`src/rtl/serial_nibble_comparator.sv`:
```
// Compares two WIDTH-bit unsigned operands one nibble at a time (MSB first) through an external 4-bit comparator.
// Latency: result valid 1..N edges after accept (N with EARLY_EXIT=0); one operation in flight at a time.
// Backpressure: o_READY only in IDLE; the result is held in DONE until i_READY is seen.
module serial_nibble_comparator #(
    parameter int WIDTH      = 16,
    parameter bit EARLY_EXIT = 1'b1
) (
    input  logic             i_CLK,
    input  logic             i_RST_N,
    input  logic             i_VALID,
    output logic             o_READY,
    input  logic [WIDTH-1:0] i_OPERAND_A,
    input  logic [WIDTH-1:0] i_OPERAND_B,
    output logic [3:0]       o_NIBBLE_A,
    output logic [3:0]       o_NIBBLE_B,
    input  logic             i_CMP_GT,
    input  logic             i_CMP_EQ,
    input  logic             i_CMP_LT,
    output logic             o_VALID,
    input  logic             i_READY,
    output logic             o_GT,
    output logic             o_EQ,
    output logic             o_LT,
    output logic             o_ERROR
);
    localparam int N  = WIDTH / 4;
    localparam int IW = (N > 1) ? $clog2(N) : 1;

    typedef enum logic [1:0] {IDLE = 2'd0, COMPARE = 2'd1, DONE = 2'd2} state_t;

    state_t           state, state_nxt;
    logic [IW-1:0]    idx;
    logic [WIDTH-1:0] op_a, op_b;
    logic [3:0]       nib_a, nib_b;
    logic             decided, dec_gt, dec_lt;
    logic             res_gt, res_eq, res_lt, res_err;
    logic             flags_ok, idx_last, accept, finish;

    assign flags_ok = ({i_CMP_GT, i_CMP_EQ, i_CMP_LT} == 3'b100) ||
                      ({i_CMP_GT, i_CMP_EQ, i_CMP_LT} == 3'b010) ||
                      ({i_CMP_GT, i_CMP_EQ, i_CMP_LT} == 3'b001);
    assign idx_last = (idx == '0);
    assign accept   = (state == IDLE) && i_VALID;
    assign finish   = (state == COMPARE) && (state_nxt == DONE);

    always_ff @(posedge i_CLK) begin
        if (!i_RST_N) state <= IDLE;
        else          state <= state_nxt;
    end

    always_comb begin
        state_nxt = state;
        case (state)
            IDLE:    if (i_VALID) state_nxt = COMPARE;
            // A malformed flag set always terminates, even in full-scan mode.
            COMPARE: if (!flags_ok || idx_last || (EARLY_EXIT && !decided && !i_CMP_EQ))
                         state_nxt = DONE;
            DONE:    if (i_READY) state_nxt = IDLE;
            default: state_nxt = IDLE;
        endcase
    end

    // The first decision is kept in dec_* and only published on the way into DONE,
    // so the visible result never changes while a comparison is in progress.
    always_ff @(posedge i_CLK) begin
        if (!i_RST_N) begin
            idx     <= '0;
            op_a    <= '0;
            op_b    <= '0;
            decided <= 1'b0;
            dec_gt  <= 1'b0;
            dec_lt  <= 1'b0;
            res_gt  <= 1'b0;
            res_eq  <= 1'b0;
            res_lt  <= 1'b0;
            res_err <= 1'b0;
        end else begin
            if (accept) begin
                op_a    <= i_OPERAND_A;
                op_b    <= i_OPERAND_B;
                idx     <= IW'(N - 1);
                decided <= 1'b0;
                dec_gt  <= 1'b0;
                dec_lt  <= 1'b0;
                res_err <= 1'b0;
            end
            if (state == COMPARE) begin
                if (!idx_last) idx <= idx - 1'b1;
                if (flags_ok && !decided && !i_CMP_EQ) begin
                    decided <= 1'b1;
                    dec_gt  <= i_CMP_GT;
                    dec_lt  <= i_CMP_LT;
                end
            end
            if (finish) begin
                if (!flags_ok) begin
                    res_err <= 1'b1;
                    res_gt  <= 1'b0;
                    res_eq  <= 1'b0;
                    res_lt  <= 1'b0;
                end else if (decided) begin
                    res_gt  <= dec_gt;
                    res_eq  <= 1'b0;
                    res_lt  <= dec_lt;
                end else begin
                    res_gt  <= i_CMP_GT;
                    res_eq  <= i_CMP_EQ;
                    res_lt  <= i_CMP_LT;
                end
            end
        end
    end

    always_comb begin
        nib_a = 4'h0;
        nib_b = 4'h0;
        for (int i = 0; i < N; i++) begin
            if (idx == IW'(i)) begin
                nib_a = op_a[4*i +: 4];
                nib_b = op_b[4*i +: 4];
            end
        end
    end

    always_comb begin
        o_READY    = 1'b0;
        o_VALID    = 1'b0;
        o_NIBBLE_A = 4'h0;
        o_NIBBLE_B = 4'h0;
        case (state)
            IDLE:    o_READY = 1'b1;
            COMPARE: begin
                o_NIBBLE_A = nib_a;
                o_NIBBLE_B = nib_b;
            end
            DONE:    o_VALID = 1'b1;
            default: ;
        endcase
    end

    assign o_GT    = res_gt;
    assign o_EQ    = res_eq;
    assign o_LT    = res_lt;
    assign o_ERROR = res_err;
endmodule

```
`config.mk`:
```
export PLATFORM = sky130hd
export DESIGN_NAME = serial_nibble_comparator
export DESIGN_NICKNAME = d
export VERILOG_FILES = /design/src/rtl/serial_nibble_comparator.sv
export SDC_FILE = /design/constraint.sdc
export NUM_CORES = 1
export LEC_CHECK = 0
export ABC_CLOCK_PERIOD_IN_PS = 1250
export BUFFER_PORTS_ARGS = -buffer_cell sky130_fd_sc_hd__buf_2
export CORE_MARGIN = 2
export CORE_UTILIZATION = 40
export DETAILED_ROUTE_END_ITERATION = 10
export PLACE_DENSITY = 0.67
export RECOVER_POWER = 25
export SYNTH_ARGS = -nofsm -noshare
export SYNTH_HDL_FRONTEND = slang
export SYNTH_SLANG_ARGS = --single-unit
```
`constraint.sdc`:
```
create_clock -name i_CLK -period 1.25 [get_ports i_CLK]
set_input_delay 0.125 -clock i_CLK [delete_from_list [all_inputs] [get_ports i_CLK]]
set_output_delay 0.125 -clock i_CLK [all_outputs]
set_load 0.005 [all_outputs]
```
# Word-level counts from Yosys, hierarchy flattened
# Index checks and enable logic that the tools add are counted.
[word_totals] latch_bits=0 mem_bits_ro=0 n_memories=0 inputBits=39 out_inout_bits=14 elab_cells=72 register_bits=43 ramBits=0
[op_classes] mux=37 n_shift=0 order_cmp=0 eq_ne=9 n_reduce_logical=14 n_div=0 mul=0 n_addsub=1 n_bitwise=0
[op_table] op="4-bit 2-to-1 mux" n=10
[op_table] op="1-bit 2-to-1 mux" n=20
[op_table] op="2-bit 2-to-1 mux" n=6
[op_table] op="2-bit == test, second input constant" n=4
[op_table] op="2-bit case mux with 3 select lines" n=1
[op_table] op="1-bit logical AND" n=5
[op_table] op="2-bit by 1-bit == test with 1-bit output, second input constant" n=2
[op_table] op="2-bit logical NOT" n=2
[op_table] op="1-bit logical OR" n=4
[op_table] op="3-bit by 1-bit == test with 1-bit output, second input constant" n=1
[op_table] op="3-bit by 2-bit == test with 1-bit output, second input constant" n=1
[op_table] op="3-bit == test, second input constant" n=1
[op_table] op="1-bit logical NOT" n=3
[op_table] op="2-bit by 1-bit subtractor with 2-bit output, second input constant" n=1

# Longest topological paths before layout
# Gate-level depths: netlist of the first run.
[depth] ltp_word=11 depth_mapped=6 ltp_nobuf=4

# Least setup slack after synthesis of the first run
# Ideal clock, no wire load.
[synth_path] kind="register -> register" from="register state[1]" to="register dec_gt" arrival_time_ns=1.269 setup_ns=0.115 period_less_slack_ns=1.383 required_time_ns=1.135 slack_ns=-0.133 path_stages_with_launch=5 path_buffers=0 cell_sequence="dfxtp_1 -> nand2b_4 -> or4_4 -> and3_1 -> o21a_1"
[synth_via] elab_chain_cells=5 word_cells_on_any_way=6 classes_between="eq/ne: 1; mux: 3; reduce/logical: 2"
[synth_rtl] element="start, declared" line="31" rtl="state_t state, state_nxt;"
[synth_rtl] element="start signal, assigned" line="48" rtl="else state <= state_nxt;"
[synth_rtl] element="2-bit logical NOT" line="43" rtl="assign accept = (state == IDLE) && i_VALID;"
[synth_rtl] element="1-bit logical AND" line="43"
[synth_rtl] element="1-bit 2-to-1 mux" line="78" rtl="if (accept) begin"
[synth_rtl] element="1-bit 2-to-1 mux" line="89" rtl="if (flags_ok && !decided && !i_CMP_EQ) begin"
[synth_rtl] element="1-bit 2-to-1 mux *" line="87" rtl="if (state == COMPARE) begin"
[synth_rtl] element="end signal, assigned" line="91" rtl="dec_gt <= i_CMP_GT;"
[synth_rtl] element="end, declared" line="35" rtl="logic decided, dec_gt, dec_lt;"
# Every way passes the cells marked *; elsewhere a longest branch is shown, timed or not.
# A chain may end at the register's enable or synchronous reset.

# Worst setup path in the final report of the first run
[layout_path] from="register idx[0]" to="output o_NIBBLE_A[3]"
[layout_via] elab_chain_cells=6 word_cells_on_any_way=9 classes_between="eq/ne: 3; mux: 5; reduce/logical: 1"
[layout_rtl] element="start, declared" line="32" rtl="logic [IW-1:0] idx;"
[layout_rtl] element="start signal, assigned" line="81" rtl="idx <= IW'(N - 1);"
[layout_rtl] element="start signal, assigned" line="88" rtl="if (!idx_last) idx <= idx - 1'b1;"
[layout_rtl] element="2-bit logical NOT" line="118" rtl="if (idx == IW'(i)) begin"
[layout_rtl] element="4-bit 2-to-1 mux (3 in series)" line="118"
[layout_rtl] element="4-bit 2-to-1 mux *" line="118"
[layout_rtl] element="4-bit 2-to-1 mux *" line="130" rtl="case (state)"
[layout_rtl] element="end, declared" line="14" rtl="output logic [3:0] o_NIBBLE_A,"
# Marked as above.

==> impl_metrics.ini, run 1 <==
[worst_setup_path]
startpoint = idx[0]
r2r-start = state[0]
startpoint_type = flip-flop
worst-path-buf-inv = 2
cpMostUsedCell = buf_6
max_stage_delay_ns = 0.49
worstPathCellList = buf_6 > mux4_2 > and2_4 > buf_6
crit_type = flip-flop to primary output
endpoint_kind = primary output
arrival_ns = 1.55
critPathMaxFanout = 4
cpMaxStageDelayCell = mux4_2
worst_path_dominant_cell_family = multiplexers
cp.required_ns = 1.12

[sta]
fin_tns_setup_ns = -7.773
hold_viol_final = 0
slew_viol_final = 0
period_needed_ns = 1.674
fmax_ghz = 0.5974
finalSetupViolCount = 52
finClkSkew_ns = 0.008848
min_period_over_period_pct = 133.9
tightest_slew_ns = 0.3448
hold_ws_ns = 0.05326
slew_headroom_pct = 76.86
timing.final.ws_setup_ns = -0.4239
rsz0062_at_grt = yes

[route]
drt-total-wl_um = 5774
ant_nets = 0
routed-via-count = 1852
wire_per_inst_um = 16.45
dr.pass1.iters = 4
first_iter_violations = 51
vias_per_cell = 5.276
drc = 0

[floorplanning]
fp.dieW_um = 72.06
die_h_um = 72.06
die-area_sq_um = 5193
initial_core_util_pct = 41.98
boundaryPins = 53
design.core.area_sq_um = 4414
row_count = 24

[logic_synthesis]
synthAdderAreaFrac_pct = 0
synth-simple-area-share_pct = 22.55
synth_fp_nets = 255
synthXorXnorAreaFrac_pct = 0.9453
syn_avg_cell_area_sq_um = 8.579
ys_ff_latch = 43
synth.cell_area_sq_um = 1853
seq_area_frac_synth_pct = 46.46
syn_inst = 216
synth_warnings = 0
synth_top_family_by_area = simple AND/OR/NAND/NOR gates
synth_compound_area_share_pct = 14.92
yosysUniqueCellTypes = 32
synthMuxAreaShare_pct = 10.87

[run_status]
status = complete, but fails checks
violations = setup timing

[power]
p_leak_uw = 0.001360
powerDensity_nw_per_um2 = 1128
peakVddDrop_uv = 726.6
p_total_uw = 3563

[place]
gp_congestion = 0.7575
preCtsSetupSlack_ns = -0.1363
portBuffers = 52
hpwl_um = 3149
post-place-cells = 330

[global_routing]
grt_pass1_wl_um = 7486
grt_max_degree = 22
grt_pass1_vias = 1629
grt_use_total_pct = 18.70
globalRoute.totalOverflow = 0
antenna_found_initial = 0

[clocking]
cts_hold_buf = 0
cts.path.max_buffers = 2
numClockSinks = 43
htree_levels = 2
numCtsBuffers = 5
clock_latency_ns = 0.30
cts_tree = yes
cts.clk_slew.worst_paths_ns = 0.09
root_buffer = clkbuf_8

[finish]
num_antenna_cells = 0
final_cell_mix = buf_2, dfxtp_1, nand2_1
nNetsFinal = 337
area_growth_pct = 70.43
final_common_cell = buf_2
drive_gt1_share_pct = 65.89
fin_cells = 351

[min_path]
hp-start = i_OPERAND_A[4]
min_path_type = input pin to flip-flop

[flow_run]
drv_cap = 0
through the flow:
step                instance area (sq um)  util [%]
floorplan                            1861         -
global placement                     2295     51.98
detailed placement                   2295     51.98
CTS                                  2643     59.86
global route                         3158     71.54
finish                               3158     71.54
flip-flops by register name, indices dropped and copies added, names as in the netlist:
| name | count |
|---|---|
| dec_lt | 1 |
| op_b | 16 |
| o_LT | 1 |
| decided | 1 |
| state | 2 |
| o_EQ | 1 |
| dec_gt | 1 |
| idx | 2 |
| o_ERROR | 1 |
| o_GT | 1 |
| op_a | 16 |
where the power goes:
| group | switching, uW | total (uW) | internal, uW |
|---|---|---|---|
| Clock | 506 | 1100 | 595 |
| Combinational | 460 | 949 | 489 |
| Sequential | 53.2 | 1510 | 1460 |
| Total | 1020 | 3560 | 2540 |
worst register-to-register path: cells and delay by family (launching register included):
kind                   cells  cell delay (ns)
AND/OR/NAND/NOR            3             0.75
flip-flops                 1             0.37
AO/OA/AOI/OAI              1             0.16
buffers and inverters      1             0.11
cell usage after synthesis, drive strengths merged:
master | count | area (sq um)
o21ai | 3 | 15.01
nor2 | 5 | 18.77
mux2i | 1 | 10.01
o21a | 4 | 30.03
mux4 | 8 | 180.2
a22oi | 1 | 7.510
nand2 | 70 | 265.3
nand2b | 1 | 13.76
dlygate4sd1 | 1 | 8.760
and2 | 9 | 56.30
nand3b | 2 | 15.01
xnor2 | 1 | 8.760
xor2 | 1 | 8.760
clkinv | 1 | 3.750
a21oi | 33 | 165.2
buf | 8 | 36.28
clkbuf | 5 | 18.77
o22ai | 3 | 18.77
and3 | 2 | 12.51
inv | 3 | 11.26
nor2b | 3 | 18.77
a21boi | 3 | 22.52
o32ai | 1 | 8.760
mux2 | 1 | 11.26
or4 | 1 | 11.26
dfxtp | 43 | 860.8
or3 | 1 | 6.260
a311oi | 1 | 8.760
cells by family (layout without fill, tap and decap cells):
| logic type | after synthesis | after routing |
|---|---|---|
| AND/OR/NAND/NOR | 94 | 95 |
| AO/OA/AOI/OAI | 49 | 49 |
| flip-flops | 43 | 43 |
| buffers and inverters | 18 | 100 |
| multiplexers | 10 | 10 |
| XOR/XNOR | 2 | 2 |
cell type report:
type / instances / area (sq um)
Inverter: 4 / 15.01
Multi-Input combinational cell: 156 / 1374
Clock buffer: 5 / 68.82
Fill cell: 304 / 1256
Timing Repair Buffer: 88 / 726.9
Tap cell: 52 / 65.06
Sequential cell: 43 / 864.6
Clock inverter: 3 / 43.79
worst paths after layout:
path	endpoint	slack, ns	depth (start not counted)
setup / recovery	o_NIBBLE_A[3]	-0.42	4
hold / removal	op_a[4]	0.05	3
setup reg to reg	dec_gt	-0.24	5
hold reg to reg	op_a[11]	0.46	2
what timing repair did:
action,CTS,global route
endpoints found under the setup margin,47,52
buffers inserted,8,2
pin swaps,16,60
gates cloned,0,4
endpoints found under the hold margin,0,0
gates resized for setup,44,116
layer usage:
layer | part of all wire, % | track usage, % | wire length (um) | up-vias
met4 | 2.1 | 6.289 | 119 | 0
met1 | 42 | 23.46 | 2404 | 901
li1 | - | - | - | 893
met5 | 0 | 0 | 0 | -
met2 | 53 | 31.70 | 3051 | 46
met3 | 3.4 | 4.306 | 198 | 12
No activity file was read; power rests on OpenSTA's default activity.
==> run 2: changes to the inputs <==
CAP_MARGIN = 20   (was default)
CORE_ASPECT_RATIO = 1.2   (was default)
CORE_UTILIZATION = 30   (was 40)
PLACE_DENSITY = default   (was 0.67)
==> run 2 against run 1 <==
Die area is 31% higher. Clock skew is 0.00097 ns higher. Non-clock buffer count decreased by 7. Critical endpoint is now o_NIBBLE_B[0]. The flow still finishes with violations (setup timing). Maximum frequency grew 2.0%. Clock power down 19%. Sequential share of layout area increased by 1.1 points. Routed wire length shrank 12%. Worst setup slack better by 0.034 ns. First-iteration DRC count increased by 63%. Critical path depth stayed put.
==> impl_metrics.ini, run 2 (synthesis results as in run 1) <==
[clocking]
cts.clk_slew.worst_paths_ns = 0.09
cts.path.max_buffers = 2
numCtsBuffers = 5
clock_latency_ns = 0.30
root_buffer = clkbuf_8
numClockSinks = 43
cts_tree = yes
htree_levels = 2

[min_path]
min_path_type = input pin to flip-flop

[route]
vias_per_cell = 4.709
drt-total-wl_um = 5098
wire_per_inst_um = 13.63
drc = 0
dr.pass1.iters = 4
first_iter_violations = 83
ant_nets = 0
routed-via-count = 1761

[place]
gp_congestion = 0.7182
post-place-cells = 358
hpwl_um = 3333
portBuffers = 52

[finish]
fin_util_pct = 50.53
area_growth_pct = 63.94
nNetsFinal = 330
drive_gt1_share_pct = 62.67
num_antenna_cells = 0
fill_cells = 587
reg_top3 = op_a: 16 flops, op_b: 16 flops
final_common_cell = buf_2
final_cell_mix = buf_2, dfxtp_1, nand2_1
fin_cells = 374

[floorplanning]
design.core.area_sq_um = 6012
die-area_sq_um = 6824
boundaryPins = 53
fp.dieW_um = 75.75
initial_core_util_pct = 30.82
row_count = 31
die_h_um = 90.10

[worst_setup_path]
cp.required_ns = 1.12
critPathMaxFanout = 4
endpoint_kind = primary output
arrival_ns = 1.52
crit_type = flip-flop to primary output
startpoint_type = flip-flop

[sta]
min_period_over_period_pct = 131.2
finClkSkew_ns = 0.009814
fin_tns_setup_ns = -3.627
finalSetupViolCount = 22
hold_ws_ns = 0.05479
slew_viol_final = 0
hold_viol_final = 0
period_needed_ns = 1.640
tightest_slew_ns = 0.4325
fmax_ghz = 0.6096
timing.final.ws_setup_ns = -0.3903
slew_headroom_pct = 71.16
rsz0062_at_grt = yes

[global_routing]
grt_pass1_vias = 1673
grt_max_degree = 31
globalRoute.totalOverflow = 0
grt_pass1_wl_um = 7679
grt_use_total_pct = 14.40
antenna_found_initial = 0

[power]
powerDensity_nw_per_um2 = 1075
p_leak_uw = 0.001265
peakVddDrop_uv = 691.3
p_total_uw = 3266

[run_status]
violations = setup timing
status = complete, but fails checks

[flow_run]
drv_cap = 0
==> run 2: cell count changes in the layout (fill, tap and decap cells not counted), moves of 2 or more <==
| cell | before | now |
|---|---|---|
| a21oi_1 | 3 | 12 |
| nand2_1 | 37 | 29 |
| buf_12 | 4 | 2 |
| nand2_2 | 7 | 25 |
| nand2_4 | 25 | 15 |
| buf_8 | 1 | 3 |
| a21oi_2 | 30 | 21 |
| clkbuf_16 | 2 | 4 |
| buf_6 | 23 | 15 |
| clkinvlp_4 | 0 | 2 |
| buf_4 | 13 | 10 |
==> run 2: routing by layer <==
metal  share of wire, %  vias up  wire, um  track usage [%]
met5                  0        -         0                0
met4                1.1        0        57            4.386
met3                3.6        4       184            3.027
met2                 52       39      2676            23.13
met1                 43      836      2180            18.97
li1                   -      882         -                -
==> run 2: final timing paths <==
path | from | to | slack (ns) | depth (start not counted)
worst max-delay path | idx[0] | o_NIBBLE_B[0] | -0.39 | 4
worst min-delay path | i_OPERAND_B[6] | op_b[6] | 0.05 | 3
worst max register to register | state[0] | dec_lt | -0.20 | 5
worst min register to register | op_a[4] | op_a[4] | 0.46 | 2
==> run 2: layout make-up <==
class | count | area, sq um | area share (%)
Clock buffer | 5 | 68.82 | 2.265
Clock inverter | 3 | 20.02 | 0.6590
Inverter | 4 | 15.01 | 0.4942
Multi-Input combinational cell | 156 | 1280 | 42.13
Sequential cell | 43 | 864.6 | 28.46
Tap cell | 82 | 102.6 | 3.377
Timing Repair Buffer | 81 | 686.9 | 22.61
==> run 2: where the power goes <==
group / switching, uW / total (uW) / internal, uW
Clock: 502 / 892 / 389
Combinational: 401 / 857 / 456
Sequential: 57.8 / 1520 / 1460
Total: 962 / 3270 / 2300
==> run 2: critical path: stages, from the launching register on <==
cell and delay [ns]:
dfxtp_2 0.35, buf_6 0.13, mux4_2 0.48, and2_1 0.14, buf_2 0.12
==> run 2: metrics by stage <==
stage,worst slack (ns),cell area (sq um)
5_1_grt,-0.4620,3038
2_1_floorplan,-0.1332,1861
3_5_place_dp,-0.1367,2317
6_report,-0.3903,3038
3_3_place_gp,-0.1207,2317
4_1_cts,-0.3919,2585
==> run 2: repair_timing <==
item	CTS	global route
endpoints found under the setup margin	51	46
pin swaps	14	22
endpoints found under the hold margin	0	0
hold buffers	0	0
setup buffers	2	1
gates cloned	1	5
resized for setup	36	96
==> run 3: changes to the inputs <==
GPL_TIMING_DRIVEN = 0   (was default)
==> run 3 against run 2 <==
The run still ends with setup timing left. Maximum frequency fell by 2.1%. Cell area decreased by 15%. Total power decreased by 2.3%. Largest power group unchanged. Worst setup slack worse by 0.035 ns. Sequential share of layout area rose by 5.3 points. Critical path depth rose by 2. Utilization down 7.4 points. Register-to-register slack about the same. Clock skew fell by 0.0055 ns. Global-route usage decreased by 0.13 points. Clock power rose by 22%.
==> impl_metrics.ini, run 3 (synthesis results as in run 1) <==
[place]
hpwl_um = 3279
portBuffers = 52
gp_congestion = 0.7705
post-place-cells = 350
place_area_sq_um = 2223
preCtsSetupSlack_ns = -0.3076

[power]
p_leak_uw = 0.001062
peakVddDrop_uv = 565.2
powerDensity_nw_per_um2 = 1230

[floorplanning]
die-area_sq_um = 6824
fp.dieW_um = 75.75
row_count = 31
initial_core_util_pct = 30.82
boundaryPins = 53
design.core.area_sq_um = 6012
die_h_um = 90.10

[sta]
slew_viol_final = 0
tightest_slew_ns = 0.4778
hold_ws_ns = 0.05334
slew_headroom_pct = 68.15
finClkSkew_ns = 0.004363
timing.final.ws_setup_ns = -0.4251
period_needed_ns = 1.675
rsz0062_at_grt = yes
finalSetupViolCount = 16
hold_viol_final = 0
fmax_ghz = 0.5970
min_period_over_period_pct = 134.0
fin_tns_setup_ns = -4.233

[route]
wl_met2_um = 2263
drt-total-wl_um = 4641
vias_per_cell = 4.641
first_iter_violations = 48
drc = 0
top_layer = met4
met1Wirelength_um = 1988
wire_per_inst_um = 12.61
dr.pass1.iters = 4
ant_nets = 0
wl_met3_um = 310
routed-via-count = 1708

[min_path]
min_path_type = input pin to flip-flop

[finish]
drive_gt1_share_pct = 38.81
nNetsFinal = 324
area_growth_pct = 39.91
design_area_sq_um = 2592
final_common_cell = nand2_1
reg_top3 = op_a: 16 flops, op_b: 16 flops
fin_cells = 368
num_antenna_cells = 0
final_cell_mix = nand2_1, buf_2, dfxtp_1

[global_routing]
grt_max_degree = 15
antenna_found_initial = 0
grt_use_total_pct = 14.27
globalRoute.totalOverflow = 0
grt_pass1_wl_um = 7527
grt_pass1_vias = 1680

[worst_setup_path]
arrival_ns = 1.55
startpoint_type = flip-flop
endpoint_kind = primary output
critPathMaxFanout = 8
r2r_slack_ns = -0.20
crit_type = flip-flop to primary output
cp.required_ns = 1.12

[clocking]
numCtsBuffers = 5
cts_tree = yes
numClockSinks = 43
cts.path.max_buffers = 2
cts_hold_buf = 0
htree_levels = 2
cts.clk_slew.worst_paths_ns = 0.08
clock_latency_ns = 0.30
root_buffer = clkbuf_8

[run_status]
status = complete, but fails checks
violations = setup timing

[flow_run]
drv_cap = 0
-- run 3: cell types whose count changed in the layout (fill, tap and decap cells not counted), moves of 3 or more --
cell | before | now
a21oi_1 | 12 | 31
a21oi_2 | 21 | 2
buf_6 | 15 | 11
clkbuf_1 | 0 | 6
clkbuf_16 | 4 | 0
dfxtp_4 | 0 | 3
nand2_1 | 29 | 69
nand2_2 | 25 | 1
nand2_4 | 15 | 0
-- run 3: cell type report --
cell class,count,area (sq um)
Inverter,4,15.01
Buffer,14,111.4
Clock inverter,3,43.79
Clock buffer,5,68.82
Multi-Input combinational cell,155,989.7
Sequential cell,43,874.6
Timing Repair Buffer,62,386.6
Tap cell,82,102.6
Fill cell,596,3420
-- run 3: timing repair --
item | CTS | global route
gates resized for setup | 34 | 21
pin swaps | 10 | 8
setup endpoints to repair | 44 | 47
buffers inserted | 5 | 5
-- run 3: path summary, 6_finish.rpt --
kind,from,endpoint,cells past startpoint
worst max register to register,idx[0],o_LT,7
worst min register to register,op_b[6],op_b[6],2
worst min-delay path,i_OPERAND_B[1],op_b[1],3
worst max-delay path,idx[0],o_NIBBLE_B[3],6
-- run 3: power breakdown --
part	switching, uW	leakage (uW)	internal, uW	total, uW
Clock	492	0.0000581	595	1090
Sequential	53.0	0.000355	1460	1510
Combinational	282	0.000649	310	593
Total	827	0.00106	2360	3190
-- run 3: critical path: stages, from the launching register on --
cell and delay [ns]:
dfxtp_2 0.33, buf_12 0.14, buf_4 0.13, buf_8 0.11, mux4_2 0.28, and2_4 0.15
buf_6 0.11
-- run 3: metrics by stage --
step / power, uW / utilization (%)
after floorplan: 1837 / -
after global placement: 2002 / 36.98
after detailed placement: 2010 / 36.98
after CTS: 3164 / 41.39
after global routing: 3325 / 43.12
final: 3190 / 43.12
-- run 3: layer usage --
metal	up-vias	track usage, %
met5	-	0
met4	0	5.263
met3	7	4.036
met2	43	22.84
met1	796	17.80
li1	862	-
